--- src/rtl/mux_sel.sv ---
// mux_sel: registered 2:1 bus select between addr (sel=1) and data (sel=0)
module mux_sel #(
    parameter int WIDTH = 8
) (
    input  logic             clk,
    input  logic             rst,
    input  logic [WIDTH-1:0] addr,
    input  logic [WIDTH-1:0] data,
    input  logic             sel,
    output logic [WIDTH-1:0] data_out
);
    always_ff @(posedge clk)
        data_out <= rst ? '0 : (sel ? addr : data);
endmodule

--- config.mk ---
export PLATFORM = sky130hd
export DESIGN_NAME = mux_sel
export DESIGN_NICKNAME = d
export VERILOG_FILES = /design/src/rtl/mux_sel.sv
export SDC_FILE = /design/constraint.sdc
export NUM_CORES = 1
export LEC_CHECK = 0
export CAP_MARGIN = 40
export CORE_AREA = 2 2 39 41
export DETAILED_ROUTE_END_ITERATION = 7
export DIE_AREA = 0 0 41 43
export DONT_BUFFER_PORTS = 1
export HOLD_SLACK_MARGIN = 0.03
export MAX_ROUTING_LAYER = met4
export PLACE_DENSITY = 0.33
export SLEW_MARGIN = 15
export SYNTH_ARGS = -nofsm -noshare
export SYNTH_HDL_FRONTEND = slang
export SYNTH_SLANG_ARGS = --single-unit
--- constraint.sdc ---
create_clock -name clk -period 1.2 [get_ports clk]
set_clock_uncertainty 0.2 [all_clocks]
set_input_delay 0.12 -clock clk [delete_from_list [all_inputs] [get_ports clk]]
set_output_delay 0.12 -clock clk [all_outputs]
set_load 0.02 [all_outputs]
# After elaboration in Yosys (flattened, before gate mapping)
# Cells that the tools add are included.
# totals
output_inout_bits	8
regBits	8
# classes
muxes	1
# op_table
operator	count
two-way mux 8 bit	1

# Depth between registers and ports, before layout
# Gate-level depths: netlist of run 1.
# logic_depth
word_depth	1
ltp_mapped	3
mapped_depth_nobuf	2

# Worst setup path before layout of run 1
# OpenSTA, ideal clock, no wires.
# synth_timing
path_type	in2reg
start	input sel
end	register data_out[0]
path_buffers	1
path_slack_ps	422
arrival_ps	454
cell_stages	3
t_required_ps	876
path_cell_list	buf_6 > mux2i_1 > nor2_1
# synth_between
elab_chain_len	1
# synth_lines
element	line	text
start, declared	9	input logic sel,
two-way mux 8 bit	13	data_out <= rst ? '0 : (sel ? addr : data);
end signal, assigned	13	
end, declared	10	output logic [WIDTH-1:0] data_out
# No other way between the ends.
# A chain may end at the register's enable or synchronous reset.

# Worst setup path after layout of run 1
# layout_timing
start	register data_out[4]
end	output data_out[4]
# No word-level cell between the ends.

==> key figures, run 1 <==
Die
  – Core area: 0.00138 sq mm
  – I/O pin cnt: 27
  – Die Height: 43 microns
  – Die Wd: 41 microns
  – Die area: 0.00176 sq mm
  – Starting density of the core: 20.6%
  – Row cnt: 14

Placed design
  – Placed insts: 40
  – Hpwl dp: 432 microns
  – Buffers on Ports: 0
  – Routability congestion estimate: 0.485

Final layout
  – Largest Register: data_out
  – Final-stage net count: 65
  – Syn-to-layout area delta: 69.3%
  – Commonest non-fill, non-tap cells in the layout: 17 x dlygate4sd3_1, 8 x mux2i_1, 8 x nor2_1, 8 x dfxtp_1, 3 x clkbuf_4
  – Layout Cells excl Fill: 60
  – Most common cell after layout, fill and taps aside: dlygate4sd3_1
  – Antenna Cells: 0
  – Largest registers: data_out x8
  – FILL cells: 146
  – Max reg flops: 8
  – Layout cells sized above 1: 6.82%
  – Final core occ: 34.9%

Worst setup path
  – Worst-path maximum fanout: 1
  – CP startpoint kind: register
  – CP startpoint: data_out[4]
  – Setup Crit Path Kind: reg -> out
  – Worst EP required: 0.88 ns
  – CP endpoint kind: primary output
  – CP Data Arrival Time: 0.67 ns

Power and ir drop
  – Worst vdd ir: 0.483 mV
  – Pwr per Cell Area: 1220 mW/mm^2
  – Lkg Pwr: 0.000214 uW

Yosys
  – Synth area leaders: dfxtp_1 56%, mux2i_1 28%, nor2_1 11%
  – Seq cells post-synth: 8
  – Adder-Cell Fraction of Synth Area: 0%
  – Largest area contributor in the netlist: dfxtp_1
  – Post-synth cell types: 5
  – Post-Syn Instances: 26
  – Synth Warn #: 0
  – Simple-gate share of the synthesized area: 10.5%
  – Largest family of logic cells by synthesized area: multiplexers
  – Post-Syn Nets: 45
  – Post-Syn Area: 285 sq um
  – Post-synth top area share: 56.1%
  – Post-synthesis compound-gate area fraction: 0%
  – Syn avg cell area: 11.0 sq um
  – Post-synthesis sequential area ratio: 56.1%
  – XOR/XNOR Fraction of Synth Area: 0%
  – Mux contribution to synthesized area: 28.1%

CTS
  – Clock sink count: 8
  – Post-CTS setup buffer count: 0
  – CTS tree: yes
  – H-tree levels: 1
  – # resized after CTS: 0
  – Clk buf depth: 2
  – Clock Pin Slew Worst Setup and Hold Paths: 0.05 ns
  – Num CTS Buffers: 3
  – Hold_buf cts: 17
  – Root buffer cell: clkbuf_4

Hold path
  – Min-delay worst type: in -> reg
  – Beginning of the worst hold path: sel

Routing
  – Post-Route WL: 721 microns
  – Drt pass-1 iters: 2
  – Avg Vias per Cell: 4.17
  – Final ANT Viol Nets: 0
  – Wire length per cell: 12.0 microns
  – Drt initial violations: 2
  – # DRC: 0
  – Vias: 250

Global routing
  – Initial antenna violation count: 0
  – GR Overflow Total: 0
  – First-pass GRT wire length: 1030 microns
  – GRT Resource Usage Total: 9.88%
  – Vias in the first global route: 244
  – Pin count of the biggest net entering global routing: 9

Timing
  – RSZ-0062 raised after global routing: no
  – Hold Slack: -0.168 ns
  – Slew margin rel.: 80.7%
  – Post-layout min period: 0.992 ns
  – TNS Setup: 0 ns
  – Crit share post-route: 82.7%
  – # setup viols final: 0
  – Endpoints failing hold: 8
  – Maximum clock rate: 1010 MHz
  – Least-Margin Pin Slew: 0.289 ns
  – Max-slew violations: 0

Status
  – Status: finished, violations left
  – Violated checks: hold timing

Flow run
  – Number of max-cap violations: 0
## through the flow
step / hold slack, ns / total power [uW] / worst slack [ns] / instance area (sq um)
final: -0.168 / 588 / 0.208 / 483
after global routing: -0.181 / 618 / 0.174 / 483
after CTS: -0.181 / 601 / 0.193 / 483
after detailed placement: -0.00456 / 345 / 0.470 / 290
after global placement: -0.00568 / 344 / 0.469 / 290
after floorplan: 0.0639 / 351 / 0.422 / 285
## cell usage after synthesis
| library cell | n |
|---|---|
| dfxtp_1 | 8 |
| nor2_1 | 8 |
| mux2i_1 | 8 |
| buf_6 | 1 |
| buf_1 | 1 |
## report_power, final
group          switching (uW)  internal, uW  total [uW]
logic                    21.0          53.1        74.1
registers                28.5           284         313
clock network            86.9           114         201
total                     136           451         588
## final timing paths
| check | endpoint | slack, ns | depth (start not counted) |
|---|---|---|---|
| setup / recovery | data_out[4] | 0.21 | 0 |
| hold / removal | data_out[5] | -0.17 | 2 |
## cell type report
type                       count  area, sq um  area share [%]
timing repair buffer          17          170            35.2
multi-input combinational     16          110            22.8
clock buffer                   3         22.5            4.66
tap                           16         20.0            4.15
sequential                     8          160            33.2
## routing by layer
layer	part of all wire [%]	global-route usage (%)	vias up	wire length, microns
met4	0	6.00	0	0
met5	0	-	-	0
met1	38	9.65	114	273
li1	-	-	123	-
met3	5.8	4.71	0	42
met2	56	15.0	13	406
## cells by family (layout without fill, tap and decap cells)
family | after synthesis | after routing
buf+inv | 2 | 20
flops | 8 | 8
simple gates | 8 | 8
mux | 8 | 8
No activity file was read; power rests on OpenSTA's default activity.
==> run 2: changes to the inputs <==
--- a/config.mk
+++ b/config.mk
@@ -12,7 +12,7 @@
 export DONT_BUFFER_PORTS = 1
 export HOLD_SLACK_MARGIN = 0.03
 export MAX_ROUTING_LAYER = met4
-export PLACE_DENSITY = 0.33
+export PLACE_DENSITY = 0.34
 export SLEW_MARGIN = 15
 export SYNTH_ARGS = -nofsm -noshare
 export SYNTH_HDL_FRONTEND = slang
==> constraint.sdc (replaced) <==
create_clock -name clk -period 0.9 [get_ports clk]
set_clock_uncertainty 0.2 [all_clocks]
set_input_delay 0.09 -clock clk [delete_from_list [all_inputs] [get_ports clk]]
set_output_delay 0.09 -clock clk [all_outputs]
set_load 0.02 [all_outputs]
==> run 2 against run 1 <==
Largest cell class is now flip-flops and latches. Sequential cell count is the same. The run ends with hold timing, setup timing left. Non-clock buffer count unchanged. Largest power group unchanged. Sequential power is 31% higher. Routed wire length fell by 0.28%. Power is 33% higher.
==> key figures, run 2 (synthesis gave the netlist of run 1 again) <==
Status
  – Status: finished, violations left
  – Violated checks: hold timing, setup timing

Final layout
  – Commonest non-fill, non-tap cells in the layout: 10 x dlygate4sd3_1, 8 x mux2i_1, 8 x nor2_1, 8 x dfxtp_4, 7 x dlymetal6s4s_1
  – Max reg flops: 8 (unchanged)
  – Syn-to-layout area delta: 86.0%
  – Final core occ: 38.3% (+3.4 points)
  – Largest Register: data_out
  – Most common cell after layout, fill and taps aside: dlygate4sd3_1
  – Design Area, Final: 531 sq um (+9.8%)
  – Final-stage net count: 65 (unchanged)
  – Antenna Cells: 0 (unchanged)
  – Largest registers: data_out x8
  – Layout cells sized above 1: 25.0% (+18 points)

CTS
  – CTS tree: yes
  – Post-CTS setup buffer count: 0 (unchanged)
  – Clk buf depth: 2 (unchanged)
  – Clock Pin Slew Worst Setup and Hold Paths: 0.05 ns (about the same)
  – Num CTS Buffers: 3 (unchanged)
  – H-tree levels: 1 (unchanged)
  – Root buffer cell: clkbuf_4
  – Clock sink count: 8 (unchanged)

Worst setup path
  – CP startpoint: data_out[5]
  – Setup Crit Path Kind: reg -> out
  – Worst-path maximum fanout: 1 (unchanged)
  – CP endpoint kind: primary output
  – CP Data Arrival Time: 0.62 ns (-0.05 ns)
  – Worst EP required: 0.61 ns (-0.27 ns)
  – CP startpoint kind: register

Die
  – Row cnt: 14 (unchanged)
  – Die area: 0.00176 sq mm (unchanged)
  – Core area: 0.00138 sq mm (unchanged)
  – Starting density of the core: 20.6% (unchanged)
  – Die Wd: 41 microns (unchanged)
  – I/O pin cnt: 27 (unchanged)
  – Die Height: 43 microns (unchanged)

Hold path
  – Min-delay worst type: in -> reg
  – Hold path depth: 2 (unchanged)
  – Hold endpoint: data_out[0]
  – Beginning of the worst hold path: sel

Placed design
  – Routability congestion estimate: 0.499 (+3.0%)
  – Hpwl dp: 425 microns (-1.5%)
  – DP Area: 290 sq um (unchanged)
  – Buffers on Ports: 0 (unchanged)

Flow run
  – Number of max-cap violations: 0 (unchanged)

Power and ir drop
  – Total chip power: 780 uW (+33%)
  – Worst vdd ir: 0.602 mV (+25%)
  – Lkg Pwr: 0.000281 uW (+31%)
  – Pwr per Cell Area: 1470 mW/mm^2 (+21%)

Timing
  – Crit share post-route: 101%
  – Least-Margin Pin Slew: 0.265 ns (-0.0233 ns)
  – TNS Setup: -0.0380 ns (-0.0380 ns)
  – Max-slew violations: 0 (unchanged)
  – Hold Slack: -0.191 ns (-0.0227 ns)
  – # setup viols final: 9 (+9)
  – Slew margin rel.: 82.3% (+1.6 points)
  – Post-layout min period: 0.910 ns
  – Maximum clock rate: 1100 MHz
  – RSZ-0062 raised after global routing: yes
  – Final WS setup: -0.0103 ns (-0.219 ns)
  – Endpoints failing hold: 8 (unchanged)

Global routing
  – GR Overflow Total: 0 (unchanged)
  – GRT Resource Usage Total: 9.86% (-0.020 points)
  – Pin count of the biggest net entering global routing: 9 (unchanged)
  – Initial antenna violation count: 0 (unchanged)
  – First-pass GRT wire length: 1010 microns (-1.4%)
  – Vias in the first global route: 251 (+2.9%)

Routing
  – Final ANT Viol Nets: 0 (unchanged)
  – Post-Route WL: 719 microns (-0.28%)
  – Vias: 246 (-1.6%)
  – Drt initial violations: 0 (-2)
  – Wire length per cell: 12.0 microns (-0.28%)
  – Drt pass-1 iters: 1 (-1)
  – # DRC: 0 (unchanged)
  – Avg Vias per Cell: 4.10 (-1.6%)
-- run 2: cell types whose count changed in the layout (fill, tap and decap cells not counted), sizes merged --
cell / before / now
dlygate4sd3: 17 / 10
dlymetal6s4s: 0 / 7
-- run 2: worst max path at each step --
| stage | endpoint | slack (ns) | depth (start not counted) |
|---|---|---|---|
| 2_1_floorplan | data_out[0] | 0.15 | 3 |
| 3_3_place_gp | data_out[7] | 0.20 | 0 |
| 3_5_place_dp | data_out[5] | 0.20 | 0 |
| 4_1_cts | data_out[5] | -0.03 | 0 |
| 5_1_grt | data_out[5] | -0.04 | 0 |
| 6_report | data_out[5] | -0.01 | 0 |
-- run 2: timing repair --
action	in CTS	in global routing
gates cloned	0	0
hold buffers	13	5
pin swaps	0	4
endpoints found under the setup margin	8	16
endpoints found under the hold margin	8	8
resized for setup	16	7
-- run 2: cell type report --
type,instances,area [sq um]
Fill cell,143,853
Sequential cell,8,190
Timing Repair Buffer,17,188
Multi-Input combinational cell,16,110
Clock buffer,3,22.5
Tap cell,16,20.0
-- run 2: per-layer routing --
metal / wire length, microns / track usage (%) / vias up
met3: 56 / 9.42 / 0
met5: 0 / - / -
met2: 430 / 15.0 / 14
met4: 0 / 2.00 / 0
li1: - / - / 120
met1: 232 / 8.63 / 112
-- run 2: power breakdown --
group	internal (uW)	leakage [uW]	total (uW)	switching [uW]
clock	152	0.0000138	264	112
sequential	373	0.0000713	411	38.0
combinational	76.4	0.000196	104	27.6
-- run 2: per-stage QoR --
stage	instances	setup WS, ns
after global placement	40	0.201
final	60	-0.0103
after detailed placement	40	0.197
after global routing	60	-0.0396
after CTS	56	-0.0264
after floorplan	26	0.152
==> run 3: changes to the inputs <==
--- a/config.mk
+++ b/config.mk
@@ -6,13 +6,15 @@
 export NUM_CORES = 1
 export LEC_CHECK = 0
 export CAP_MARGIN = 40
+export CELL_PAD_IN_SITES_DETAIL_PLACEMENT = 0
+export CELL_PAD_IN_SITES_GLOBAL_PLACEMENT = 1
 export CORE_AREA = 2 2 39 41
 export DETAILED_ROUTE_END_ITERATION = 7
 export DIE_AREA = 0 0 41 43
 export DONT_BUFFER_PORTS = 1
 export HOLD_SLACK_MARGIN = 0.03
 export MAX_ROUTING_LAYER = met4
-export PLACE_DENSITY = 0.34
+export PLACE_DENSITY = 0.46
 export SLEW_MARGIN = 15
 export SYNTH_ARGS = -nofsm -noshare
 export SYNTH_HDL_FRONTEND = slang
==> run 3 against run 2 <==
The run still ends with hold timing, setup timing left. Sequential power hardly changed. Non-clock buffer count is 3 lower. Largest power group unchanged. Via count fell by 4.9%. Critical path depth stayed put. Critical path type unchanged. Sequential cell count did not move. Clock-buffer cell count unchanged. Worst hold slack got worse by 0.021 ns.
==> key figures, run 3 (synthesis gave the netlist of run 1 again) <==
Status
  – Status: finished, violations left
  – Violated checks: hold timing, setup timing

Placed design
  – DP Area: 290 sq um (unchanged)
  – Routability congestion estimate: 0.524 (+4.8%)
  – Placed insts: 40 (unchanged)
  – Buffers on Ports: 0 (unchanged)
  – Pre-CTS WS: 0.195 ns (-0.00154 ns)

Final layout
  – Final-stage net count: 62 (-4.6%)
  – Largest registers: data_out x8
  – Design Area, Final: 495 sq um (-6.6%)
  – Commonest non-fill, non-tap cells in the layout: 9 x dlygate4sd3_1, 8 x mux2i_1, 8 x nor2_1, 8 x dfxtp_4, 5 x dlymetal6s4s_1
  – Antenna Cells: 0 (unchanged)
  – Final core occ: 35.8% (-2.5 points)
  – Most common cell after layout, fill and taps aside: dlygate4sd3_1
  – FILL cells: 137 (-4.2%)
  – Max reg flops: 8 (unchanged)
  – Layout cells sized above 1: 26.8% (+1.8 points)
  – Layout Cells excl Fill: 57 (-5.0%)
  – Syn-to-layout area delta: 73.7%
  – Largest Register: data_out

Timing
  – Maximum clock rate: 1090 MHz (-0.53%)
  – Hold Slack: -0.213 ns (-0.0215 ns)
  – Endpoints failing hold: 8 (unchanged)
  – # setup viols final: 8 (-1)
  – Slew margin rel.: 85.1% (+2.8 points)
  – RSZ-0062 raised after global routing: yes
  – Post-layout min period: 0.915 ns (+0.00488 ns)
  – Crit share post-route: 102% (+0.54 points)
  – Final WS setup: -0.0152 ns (-0.00488 ns)
  – Max-slew violations: 0 (unchanged)
  – Least-Margin Pin Slew: 0.223 ns (-0.0425 ns)

CTS
  – Root buffer cell: clkbuf_4
  – CTS tree: yes
  – Clk buf depth: 2 (unchanged)
  – Clock sink count: 8 (unchanged)
  – H-tree levels: 1 (unchanged)
  – Post-CTS setup buffer count: 0 (unchanged)
  – Clock Pin Slew Worst Setup and Hold Paths: 0.06 ns (about the same)
  – Num CTS Buffers: 3 (unchanged)

Routing
  – # DRC: 0 (unchanged)
  – Wl on met1: 278 microns (+20%)
  – Top Metal Used: met3
  – Drt pass-1 iters: 1 (unchanged)
  – Final ANT Viol Nets: 0 (unchanged)
  – Post-Route WL: 685 microns (-4.7%)
  – Vias: 234 (-4.9%)
  – DR WL met3: 61 microns (+8.9%)
  – Met2 Routed Length: 345 microns (-20%)
  – Avg Vias per Cell: 4.11 (+0.13%)
  – Drt initial violations: 0 (unchanged)
  – Wire length per cell: 12.0 microns (+0.29%)

Power and ir drop
  – Pwr per Cell Area: 1560 mW/mm^2 (+6.4%)
  – Switching power: 183 uW (+2.6%)
  – Combinational share of power: 11.7% (-1.6 points)
  – Lkg Pwr: 0.000251 uW (-11%)
  – Reg power frac: 53.1% (+0.3 points)
  – Int Power: 592 uW (-1.6%)
  – Worst vdd ir: 0.806 mV (+34%)
  – Clk pwr share: 35.2% (+1.3 points)
  – Sw Share: 23.6% (+0.75 points)

Die
  – Die area: 0.00176 sq mm (unchanged)
  – Row cnt: 14 (unchanged)
  – Core area: 0.00138 sq mm (unchanged)
  – I/O pin cnt: 27 (unchanged)
  – Die Height: 43 microns (unchanged)
  – Starting density of the core: 20.6% (unchanged)
  – Die Wd: 41 microns (unchanged)

Worst setup path
  – CP endpoint kind: primary output
  – Crit path depth: 0 (unchanged)
  – Worst EP required: 0.61 ns (about the same)
  – Setup Crit Path Kind: reg -> out
  – CP startpoint kind: register
  – Worst-path maximum fanout: 1 (unchanged)
  – CP Data Arrival Time: 0.63 ns (about the same)

Global routing
  – GRT Resource Usage Total: 9.78% (-0.073 points)
  – GR Overflow Total: 0 (unchanged)
  – First-pass GRT wire length: 1070 microns (+5.4%)
  – Vias in the first global route: 260 (+3.6%)
  – Initial antenna violation count: 0 (unchanged)
  – Pin count of the biggest net entering global routing: 9 (unchanged)

Flow run
  – Number of max-cap violations: 0 (unchanged)

Hold path
  – Min-delay worst type: in -> reg
  – Hold endpoint: data_out[5]
  – Hold path depth: 2 (unchanged)
  – Beginning of the worst hold path: data[5]
run 3: cell count changes in the layout (fill, tap and decap cells not counted):
cell            change
dlymetal6s4s_1      -2
dlygate4sd3_1       -1
run 3: power groups by stage:
| stage | clock (uW) | combinational, uW | sequential [uW] |
|---|---|---|---|
| detailed placement | 0 | 34.3 | 426 |
| CTS | 285 | 87.0 | 412 |
| global route | 309 | 101 | 414 |
| floorplan | 0 | 45.8 | 423 |
| finish | 272 | 90.7 | 412 |
| global placement | 0 | 33.0 | 426 |
run 3: layout make-up:
cell class                      instances  area, sq um  share of cell area (%)
Clock buffer                            3         22.5                    4.55
Timing Repair Buffer                   14          153                    30.8
Tap cell                               16         20.0                    4.04
Multi-Input combinational cell         16          110                    22.2
Sequential cell                         8          190                    38.4
run 3: timing repair:
| action | 4_1_cts | 5_1_grt |
|---|---|---|
| pin swaps | 0 | 4 |
| endpoints found under the hold margin | 8 | 8 |
| setup endpoints to repair | 8 | 16 |
| hold buffers | 14 | 3 |
| resized for setup | 16 | 5 |
run 3: stage by stage:
step / setup TNS, ns / power [uW]
final: -0.0703 / 775
after global placement: 0 / 459
after detailed placement: 0 / 460
after floorplan: 0 / 468
after global routing: -0.269 / 824
after CTS: -0.155 / 784
run 3: worst max path at each step:
stage,to,slack (ns),from
finish,data_out[7],-0.02,data_out[7]
global placement,data_out[2],0.20,data_out[2]
global route,data_out[0],-0.04,data_out[0]
detailed placement,data_out[7],0.19,data_out[7]
floorplan,data_out[0],0.15,sel
CTS,data_out[7],-0.02,data_out[7]
run 3: routing by layer:
metal,GRT usage [%],vias up
met5,-,-
met4,6.00,0
met3,3.66,0
met2,13.8,16
met1,11.3,103
li1,-,115
